`src/rtl/display_pkg.sv`:
```
// display_pkg: shared types and constants for the result display.
//   state_t     - converter FSM states
//   NUM_DIGITS  - number of BCD / seven-segment digits
//   SEG_*       - active-low segment patterns {g,f,e,d,c,b,a}
//   seg_decode  - BCD digit to segment pattern
package display_pkg;

    typedef enum logic [1:0] {IDLE, SHIFT, LATCH} state_t;

    localparam int NUM_DIGITS = 5;

    localparam logic [6:0] SEG_0     = 7'b1000000;
    localparam logic [6:0] SEG_1     = 7'b1111001;
    localparam logic [6:0] SEG_2     = 7'b0100100;
    localparam logic [6:0] SEG_3     = 7'b0110000;
    localparam logic [6:0] SEG_4     = 7'b0011001;
    localparam logic [6:0] SEG_5     = 7'b0010010;
    localparam logic [6:0] SEG_6     = 7'b0000010;
    localparam logic [6:0] SEG_7     = 7'b1111000;
    localparam logic [6:0] SEG_8     = 7'b0000000;
    localparam logic [6:0] SEG_9     = 7'b0010000;
    localparam logic [6:0] SEG_BLANK = 7'b1111111;

    function automatic logic [6:0] seg_decode(input logic [3:0] d);
        case (d)
            4'd0:    return SEG_0;
            4'd1:    return SEG_1;
            4'd2:    return SEG_2;
            4'd3:    return SEG_3;
            4'd4:    return SEG_4;
            4'd5:    return SEG_5;
            4'd6:    return SEG_6;
            4'd7:    return SEG_7;
            4'd8:    return SEG_8;
            4'd9:    return SEG_9;
            default: return SEG_BLANK;
        endcase
    endfunction

endpackage

```
`src/rtl/bin2bcd.sv`:
```
// bin2bcd: sequential double-dabble converter, one bit per clock.
//   clk, n_reset - clock, async active-low reset
//   start        - load bin and begin (accepted in IDLE and LATCH)
//   bin[15:0]    - binary value to convert
//   bcd[19:0]    - five BCD digits, valid while done is high
//   done         - one-cycle pulse in LATCH, after the 16th shift
//   busy         - converter not idle
module bin2bcd
    import display_pkg::*;
(
    input  logic        clk,
    input  logic        n_reset,
    input  logic        start,
    input  logic [15:0] bin,
    output logic [19:0] bcd,
    output logic        done,
    output logic        busy
);

    state_t      state_q, state_d;
    logic [15:0] bin_q, bin_d;
    logic [19:0] bcd_q, bcd_d, adj;
    logic [3:0]  cnt_q, cnt_d;

    always_ff @(posedge clk or negedge n_reset) begin
        if (!n_reset) begin
            state_q <= IDLE;
            bin_q   <= '0;
            bcd_q   <= '0;
            cnt_q   <= '0;
        end else begin
            state_q <= state_d;
            bin_q   <= bin_d;
            bcd_q   <= bcd_d;
            cnt_q   <= cnt_d;
        end
    end

    always_comb begin
        adj = bcd_q;
        for (int i = 0; i < NUM_DIGITS; i++)
            if (adj[4*i +: 4] >= 4'd5) adj[4*i +: 4] = adj[4*i +: 4] + 4'd3;
    end

    always_comb begin
        state_d = state_q;
        bin_d   = bin_q;
        bcd_d   = bcd_q;
        cnt_d   = cnt_q;
        case (state_q)
            IDLE, LATCH: begin
                if (start) begin
                    state_d = SHIFT;
                    bin_d   = bin;
                    bcd_d   = '0;
                    cnt_d   = '0;
                end else begin
                    state_d = IDLE;
                end
            end
            SHIFT: begin
                // Top adjusted bit is always 0 (result <= 65535), so it is dropped.
                {bcd_d, bin_d} = {adj[18:0], bin_q, 1'b0};
                cnt_d          = cnt_q + 4'd1;
                if (cnt_q == 4'd15) state_d = LATCH;
            end
            default: state_d = IDLE;
        endcase
    end

    assign bcd  = bcd_q;
    assign done = (state_q == LATCH);
    assign busy = (state_q != IDLE);

endmodule

```
`src/rtl/result_display.sv`:
```
// result_display: captures the multiplier product on each READY rising edge,
// converts it to BCD and scans it onto a 5-digit common-anode display.
//   clk, n_reset - clock, async active-low reset
//   AQ[15:0]     - product, stable while READY is high
//   READY        - rising edge requests a conversion
//   seg[6:0]     - segments {g,f,e,d,c,b,a}, active-low, registered
//   an[4:0]      - digit enables, active-low, an[0] = units, registered
//   busy         - conversion in progress
module result_display
    import display_pkg::*;
#(
    parameter int REFRESH_DIV   = 3330,
    parameter int BLANK_LEADING = 1
) (
    input  logic                  clk,
    input  logic                  n_reset,
    input  logic [15:0]           AQ,
    input  logic                  READY,
    output logic [6:0]            seg,
    output logic [NUM_DIGITS-1:0] an,
    output logic                  busy
);

    localparam int CW = (REFRESH_DIV > 1) ? $clog2(REFRESH_DIV) : 1;

    logic                         ready_q, req, start, pending_q, done;
    logic [19:0]                  bcd;
    logic [NUM_DIGITS-1:0][3:0]   digit_q;
    logic [NUM_DIGITS-1:0]        blank;
    logic                         all_zero;
    logic [CW-1:0]                cnt_q;
    logic [2:0]                   idx_q;
    logic [3:0]                   cur_digit;

    assign req = READY & ~ready_q;
    // A request seen during LATCH is folded into the reload, same as pending.
    assign start = busy ? (done & (pending_q | req)) : req;

    bin2bcd u_conv (
        .clk     (clk),
        .n_reset (n_reset),
        .start   (start),
        .bin     (AQ),
        .bcd     (bcd),
        .done    (done),
        .busy    (busy)
    );

    always_ff @(posedge clk or negedge n_reset) begin
        if (!n_reset) begin
            ready_q   <= 1'b0;
            pending_q <= 1'b0;
            digit_q   <= '0;
        end else begin
            ready_q <= READY;
            if (done) begin
                digit_q   <= bcd;
                pending_q <= 1'b0;
            end else if (busy && req) begin
                pending_q <= 1'b1;
            end
        end
    end

    // Digit i>0 is blank when it and every digit above it are zero.
    always_comb begin
        blank    = '0;
        all_zero = 1'b1;
        for (int i = NUM_DIGITS - 1; i > 0; i--) begin
            all_zero = all_zero & (digit_q[i] == 4'd0);
            blank[i] = (BLANK_LEADING != 0) & all_zero;
        end
    end

    always_comb begin
        cur_digit = 4'd0;
        for (int i = 0; i < NUM_DIGITS; i++)
            if (idx_q == 3'(i)) cur_digit = digit_q[i];
    end

    always_ff @(posedge clk or negedge n_reset) begin
        if (!n_reset) begin
            cnt_q <= '0;
            idx_q <= '0;
            an    <= '1;
            seg   <= SEG_BLANK;
        end else begin
            if (cnt_q == CW'(REFRESH_DIV - 1)) begin
                cnt_q <= '0;
                idx_q <= (idx_q == 3'(NUM_DIGITS - 1)) ? 3'd0 : idx_q + 3'd1;
            end else begin
                cnt_q <= cnt_q + CW'(1);
            end
            an  <= ~(NUM_DIGITS'(1) << idx_q);
            seg <= blank[idx_q] ? SEG_BLANK : seg_decode(cur_digit);
        end
    end

endmodule

```
`config.mk`:
```
export PLATFORM = sky130hd
export DESIGN_NAME = result_display
export DESIGN_NICKNAME = d
export VERILOG_FILES = /design/src/rtl/display_pkg.sv /design/src/rtl/bin2bcd.sv /design/src/rtl/result_display.sv
export SDC_FILE = /design/constraint.sdc
export NUM_CORES = 1
export LEC_CHECK = 0
export ABC_AREA = 1
export CAP_MARGIN = 15
export CORE_UTILIZATION = 50
export CTS_BUF_LIST = sky130_fd_sc_hd__clkbuf_8 sky130_fd_sc_hd__clkbuf_16
export CTS_CLUSTER_DIAMETER = 80
export DETAILED_ROUTE_END_ITERATION = 10
export GPL_TIMING_DRIVEN = 0
export PLACE_DENSITY_LB_ADDON = 0.1
export SLEW_MARGIN = 20
export SYNTH_ARGS = -nofsm -noshare
export SYNTH_HDL_FRONTEND = slang
export SYNTH_SLANG_ARGS = --single-unit
```
`constraint.sdc`:
```
create_clock -name clk -period 5.15 [get_ports clk]
set_input_delay 1.03 -clock clk [delete_from_list [all_inputs] [get_ports clk]]
set_output_delay 1.03 -clock clk [all_outputs]
set_load 0.05 [all_outputs]
```
==> results.md, run 1 <==
* Post-synth top cells: 94 x nand2_1, 89 x inv_1, 79 x dfrtp_1
* Nets at approximately 610
* Final Cell Area at around 5400 µm²
* Die Area at about 10000 µm²
* Initial antenna violation count at 0
* DRC at 0
* Ant diodes at 0
* Post-synth EDFFs at 0
* TritonCTS Buffers at 9
* Routability cong. at slightly below 0.8
* Synth area leader: dfrtp_1
* Synthesis Warnings at 0
* Outcome: complete, no violations
* Placed cells at between 600 and 700
* Detailed-route via count at 3,594
* CTS Hold Bufs at 0
* Vias/cell at around 5.2
* DR WL/cell at roughly 14 µm
* Sequential share of the synthesized area at between 40 and 50%
* Filler cells at roughly 770
* CTS tree: yes
* First-pass GRT wire length at ~17,000 µm
* Final setup viols at 0
* Clock Skew at approximately 0.011 ns
* Critical path launch point type: register
* Vias in the first global route at 3,580
* Max transition margin at between 60% and 70%
* Post-Syn Instances at between 500 and 600
* DR iter-0 viols at between 100 and 150
* Ys async rst share at 100%
* Core Area at about 8900 µm²
* Total power at 2.94 mW
* Unique cell type count in the Yosys netlist at 38
* Register Area at between 2000 and 2500 µm²
* RSZ-0062 raised after global routing: no
* Worst vdd ir at 0.314 mV
* Cell area power density at approximately 550 nW/µm²
* Routed Antenna Nets at 0
* Pin count of the biggest net entering global routing at 55
* Max Cap Violations at 0
* Final Hold Violating Endpoints at 0
* Worst Setup End Kind: output pin
* Count leader, synth: nand2_1
* Starting utilization of the core area at between 50 and 60%
* Slowest cell on the critical path: clkdlybuf4s50_1
* Syn-to-layout area delta at 14.7%
* Worst path max stage delay at between 0.7 and 0.8 ns
* Crit share post-route at 53.5%
* Worst-case clock buffer depth at 2
* Drt total wl at 9300 µm
* TritonRoute pass-1 iters at 4
* Die Wd at between 90 and 100 µm
* Clock latency on the worst-skew pair at about 0.36 ns
* Area after DPL at between 5000 and 6000 µm²
* Die Height at approximately 99 µm
* Number of cell rows at 34
* Top cell type's share of synthesized area at a little over two fifths
* Setup TNS at 0 ns
* Clock-pin transition on the worst setup and hold timing paths at around 0.090 ns
* Postcts setup bufs at 0
* H-tree depth at 3
* Leakage at about 2.6 nW
* Largest cells by area after synthesis: dfrtp_1 42%, nand2_1 7.6%, inv_1 7.2%
* Critical Path Fanout Max at 3
* Post-CTS Resized at 0
* Synthesized Nets at 569
* Hold crit path type: register to register
* Crit-path cells: inv_2, nand2_1, clkdlybuf4s50_1
* Synthesized cell area at around 4700 µm²
* GRT Util Overall at a little over a fifth
* Least-Margin Pin Slew at 0.578 ns
* CTS root buffer: clkbuf_8
* Dpl hpwl at 6880 µm
* Worst EP arrival at roughly 1.7 ns
* I/O pin total at 32
* Multi-input gate area at between 1500 and 2000 µm²
* Flops & latches, synth at 91
* Layout cell share with drive strength beyond 1 at a little over an eighth
* Clk sinks at 91
* Fin cells at just under 700
* Post-Syn Area per Cell at between 8 and 9 µm²
* CP required at ~4.1 ns
* GRT Residual Overflow at 0
* Final Critical Period at about 2.8 ns
* Setup CP Type: register to output pin
* I/O Buffers at 31
* F_max at roughly 360 MHz
* Slew Viols, Final at 0
* Main synth FF type: dfrtp_1
power breakdown:
group	switching (mW)	internal, mW
registers	0.139	0.990
clock network	0.259	0.263
logic	0.813	0.478
per-layer routing:
layer  GRT usage [%]  wire, µm  up-vias
met5               0         0        -
met4            8.27       165        0
met3            3.62       228       15
met2            34.0      4180       46
met1            30.1      4730     1721
li1                -         -     1812
registers in the layout, summed over array words and instances, names as in the netlist:
name and cells:
digit_q 20, ready_q 1, cnt_q 12, idx_q 3, an 5, u_conv.bin_q 16
pending_q 1, seg 7, u_conv.state_q 2, u_conv.cnt_q 4, u_conv.bcd 20
kinds of logic after synthesis:
kind of cell               Yosys count  share of synthesized area, %
and+or+nand+nor                    201                          20.1
xor gates and xnor gates            10                          1.88
AOI/OAI and AO/OA                   96                          13.9
DFF                                 91                          49.1
adders and majority gates           19                          5.09
buffers and inverters              114                          9.92
cell type report:
class,count,share of cell area [%]
sequential,91,42.8
buffer,15,1.61
tap,108,2.53
clock buffer,12,3.09
timing repair buffer,32,6.27
multi-input combinational,326,35.7
clock inverter,4,0.912
inverter,99,7.04
through the flow:
stage          worst slack, ns  hold WS (ns)  utilization [%]
2_1_floorplan             3.24         0.453                -
3_3_place_gp            -0.228         0.481             57.5
3_5_place_dp              2.70         0.488             57.8
4_1_cts                   2.37         0.503             60.2
5_1_grt                   2.31         0.521             60.2
6_report                  2.39         0.496             60.2
worst paths after layout:
| kind | cells past startpoint | slack [ns] | start | end |
|---|---|---|---|---|
| setup / recovery | 3 | 2.39 | u_conv.state_q[0] | busy |
| hold / removal | 1 | 0.50 | cnt_q[10] | cnt_q[10] |
| setup reg to reg | 17 | 2.98 | idx_q[0] | seg[3] |
| hold reg to reg | 1 | 0.50 | cnt_q[10] | cnt_q[10] |
| max in group asynchronous | 2 | 3.84 | n_reset | seg[1] |
| min in group asynchronous | 1 | 0.63 | n_reset | u_conv.bcd[1] |
cell usage in the layout, fill, tap and decap left out, drive strengths merged:
| master | instances |
|---|---|
| o32ai | 4 |
| a21oi | 7 |
| bufinv | 1 |
| clkdlybuf4s50 | 30 |
| o31ai | 1 |
| dfstp | 12 |
| ha | 19 |
| nor2 | 32 |
| nor4 | 2 |
| nor3b | 1 |
| dfrtp | 79 |
| o21ai | 59 |
| a31oi | 2 |
| nor3 | 21 |
| a22o | 1 |
| clkbuf | 16 |
| o22ai | 7 |
| clkinvlp | 2 |
| nand4 | 3 |
| xnor2 | 1 |
| xor2 | 9 |
| inv | 100 |
| or2 | 5 |
| nand3 | 36 |
| buf | 13 |
| a221oi | 15 |
| nand2 | 101 |
worst max-delay path, delay by kind of cell, from the launching register on:
kind | cells | cell delay (ns)
buffers and inverters | 2 | 0.86
AND/OR/NAND/NOR | 1 | 0.06
flip-flops | 1 | 0.44
No activity file was read; power rests on OpenSTA's default activity.
==> run 2, diff against run 1 <==
==> constraint.sdc (replaced) <==
create_clock -name clk -period 2.25 [get_ports clk]
set_input_delay 0.45 -clock clk [delete_from_list [all_inputs] [get_ports clk]]
set_output_delay 0.45 -clock clk [all_outputs]
set_load 0.05 [all_outputs]
==> results.md, run 2 (same netlist as run 1, synthesis figures left out) <==
* Drt total wl at about 9300 µm
* Final setup viols at 0
* Clock latency on the worst-skew pair at around 0.36 ns
* PnR worst setup slack at ~0.12 ns
* F_max at ~470 MHz
* Die Height at roughly 100 µm
* Dpl hpwl at ~6900 µm
* Critical Path Fanout Max at 1
* Number of cell rows at 34
* Max transition margin at 61.4%
* Syn-to-layout area delta at 14.9%
* Setup CP Type: register to output pin
* Worst Reg2Reg Path Length in Cells at 14
* DR WL met3 at between 200 and 300 µm
* Met2 WL post-DR at roughly 4200 µm
* Final Hold Violating Endpoints at 0
* CTS Hold Bufs at 0
* Worst vdd ir at between 0.7 and 0.8 mV
* Layout cell share with drive strength beyond 1 at approximately 15%
* Nets at 612
* Slowest cell on the critical path: clkdlybuf4s50_1
* Ant diodes at 0
* Highest Signal Layer: met4
* Clock-pin transition on the worst setup and hold timing paths at 0.10 ns
* Vias/cell at 5.20
* WL met1 at roughly 4700 µm
* Final Critical Period at about 2.1 ns
* Most common cell after layout, fill and taps aside: nand2_1
* Pin count of the biggest net entering global routing at between 50 and 60
* Crit path buffers/inverters at 1
* CP startpoint: seg[3]
* Crit-path cells: clkdlybuf4s50_1
* Clock Skew at 0.0126 ns
* Critical path launch point type: register
* CP required at between 1.5 and 2 ns
* Slew Viols, Final at 0
* Cell area power density at ~1300 nW/µm²
* DR iter-0 viols at 91
* Max Cap Violations at 0
* GRT Util Overall at 21.6%
* Routability cong. at around 0.78
* CTS root buffer: clkbuf_8
* Worst EP arrival at approximately 1.7 ns
* Hold crit path type: input pin to asynchronous set/reset pin
* Leakage at approximately 2.6 nW
* Worst Setup End Kind: output pin
* Top Family by Delay on Critical Path: buffers and inverters
* First-pass GRT wire length at approximately 17,000 µm
* Initial antenna violation count at 0
* Reg2reg end: seg[3]
* DRC at 0
* Filler cells at 761
* Least-Margin Pin Slew at about 0.58 ns
* Die Area at about 9700 µm²
* Multi-input gate area at 1920 µm²
* Starting utilization of the core area at between 50% and 60%
* Core Area at between 8000 and 9000 µm²
* DR WL/cell at 13.5 µm
* H-tree depth at 3
* Reg-to-reg startpoint: idx_q[0]
* CTS tree: yes
* Register Area at roughly 2300 µm²
* I/O pin total at 32
* I/O Buffers at 31
* TritonRoute pass-1 iters at 4
* Dpl ws at 0.132 ns
* Detailed-route via count at between 3,000 and 4,000
* Crit share post-route at between 90% and 100%
* RSZ-0062 raised after global routing: yes
* Commonest cells after routing, fill and taps aside: 94 x nand2_1, 88 x inv_1, 79 x dfrtp_1
* R2R setup slack at ~0.18 ns
* GRT Residual Overflow at 0
* Outcome: complete, no violations
* Routed Antenna Nets at 0
* Worst-case clock buffer depth at 2
* Worst path max stage delay at between 0.7 and 0.8 ns
* Final Core Density at between 60% and 70%
* Clk sinks at 91
* Die Wd at ~99 µm
* Vias in the first global route at 3,580
* TritonCTS Buffers at 9
==> run 2: cell type report <==
| cell class | count | share of cell area [%] |
|---|---|---|
| Buffer | 15 | 1.61 |
| Clock buffer | 12 | 3.08 |
| Clock inverter | 4 | 0.910 |
| Inverter | 99 | 7.02 |
| Multi-Input combinational cell | 326 | 35.8 |
| Sequential cell | 91 | 42.8 |
| Tap cell | 108 | 2.52 |
| Timing Repair Buffer | 32 | 6.30 |
==> run 2: report_power, final <==
part	internal [mW]	leakage, nW	switching, mW	total (mW)
clock network	0.602	0.106	0.594	1.20
registers	2.27	1.08	0.318	2.58
logic	1.09	1.41	1.86	2.95
==> run 2: through the flow <==
| step | std cells | hold WS, ns | power, mW | setup TNS (ns) | area, µm² |
|---|---|---|---|---|---|
| global placement | 670 | 0.481 | 5.46 | -218.46 | 5110 |
| global route | 687 | 0.0922 | 7.30 | -0.00163 | 5360 |
| floorplan | 531 | 0.154 | 4.80 | 0 | 4670 |
| CTS | 687 | 0.0637 | 6.77 | 0 | 5350 |
| finish | 687 | 0.0439 | 6.73 | 0 | 5360 |
| detailed placement | 671 | 0.462 | 5.57 | 0 | 5140 |
==> run 2: worst max-delay path by stage <==
| stage | to | slack [ns] | depth (start not counted) |
|---|---|---|---|
| floorplan | seg[3] | 0.34 | 17 |
| global placement | cnt_q[10] | -2.55 | 1 |
| detailed placement | seg[3] | 0.13 | 17 |
| CTS | busy | 0.05 | 3 |
| global route | seg[3] | -0.002 | 16 |
| finish | seg[3] | 0.12 | 1 |
==> run 2: routing by layer <==
metal | track usage (%) | vias up
met5 | 0 | -
met4 | 8.27 | 0
met3 | 3.62 | 15
met2 | 34.0 | 45
met1 | 30.1 | 1700
li1 | - | 1813
==> run 2: timing repair <==
item,4_1_cts,5_1_grt
endpoints found under the setup margin,0,2
gates resized for setup,0,6
buffers inserted,0,0
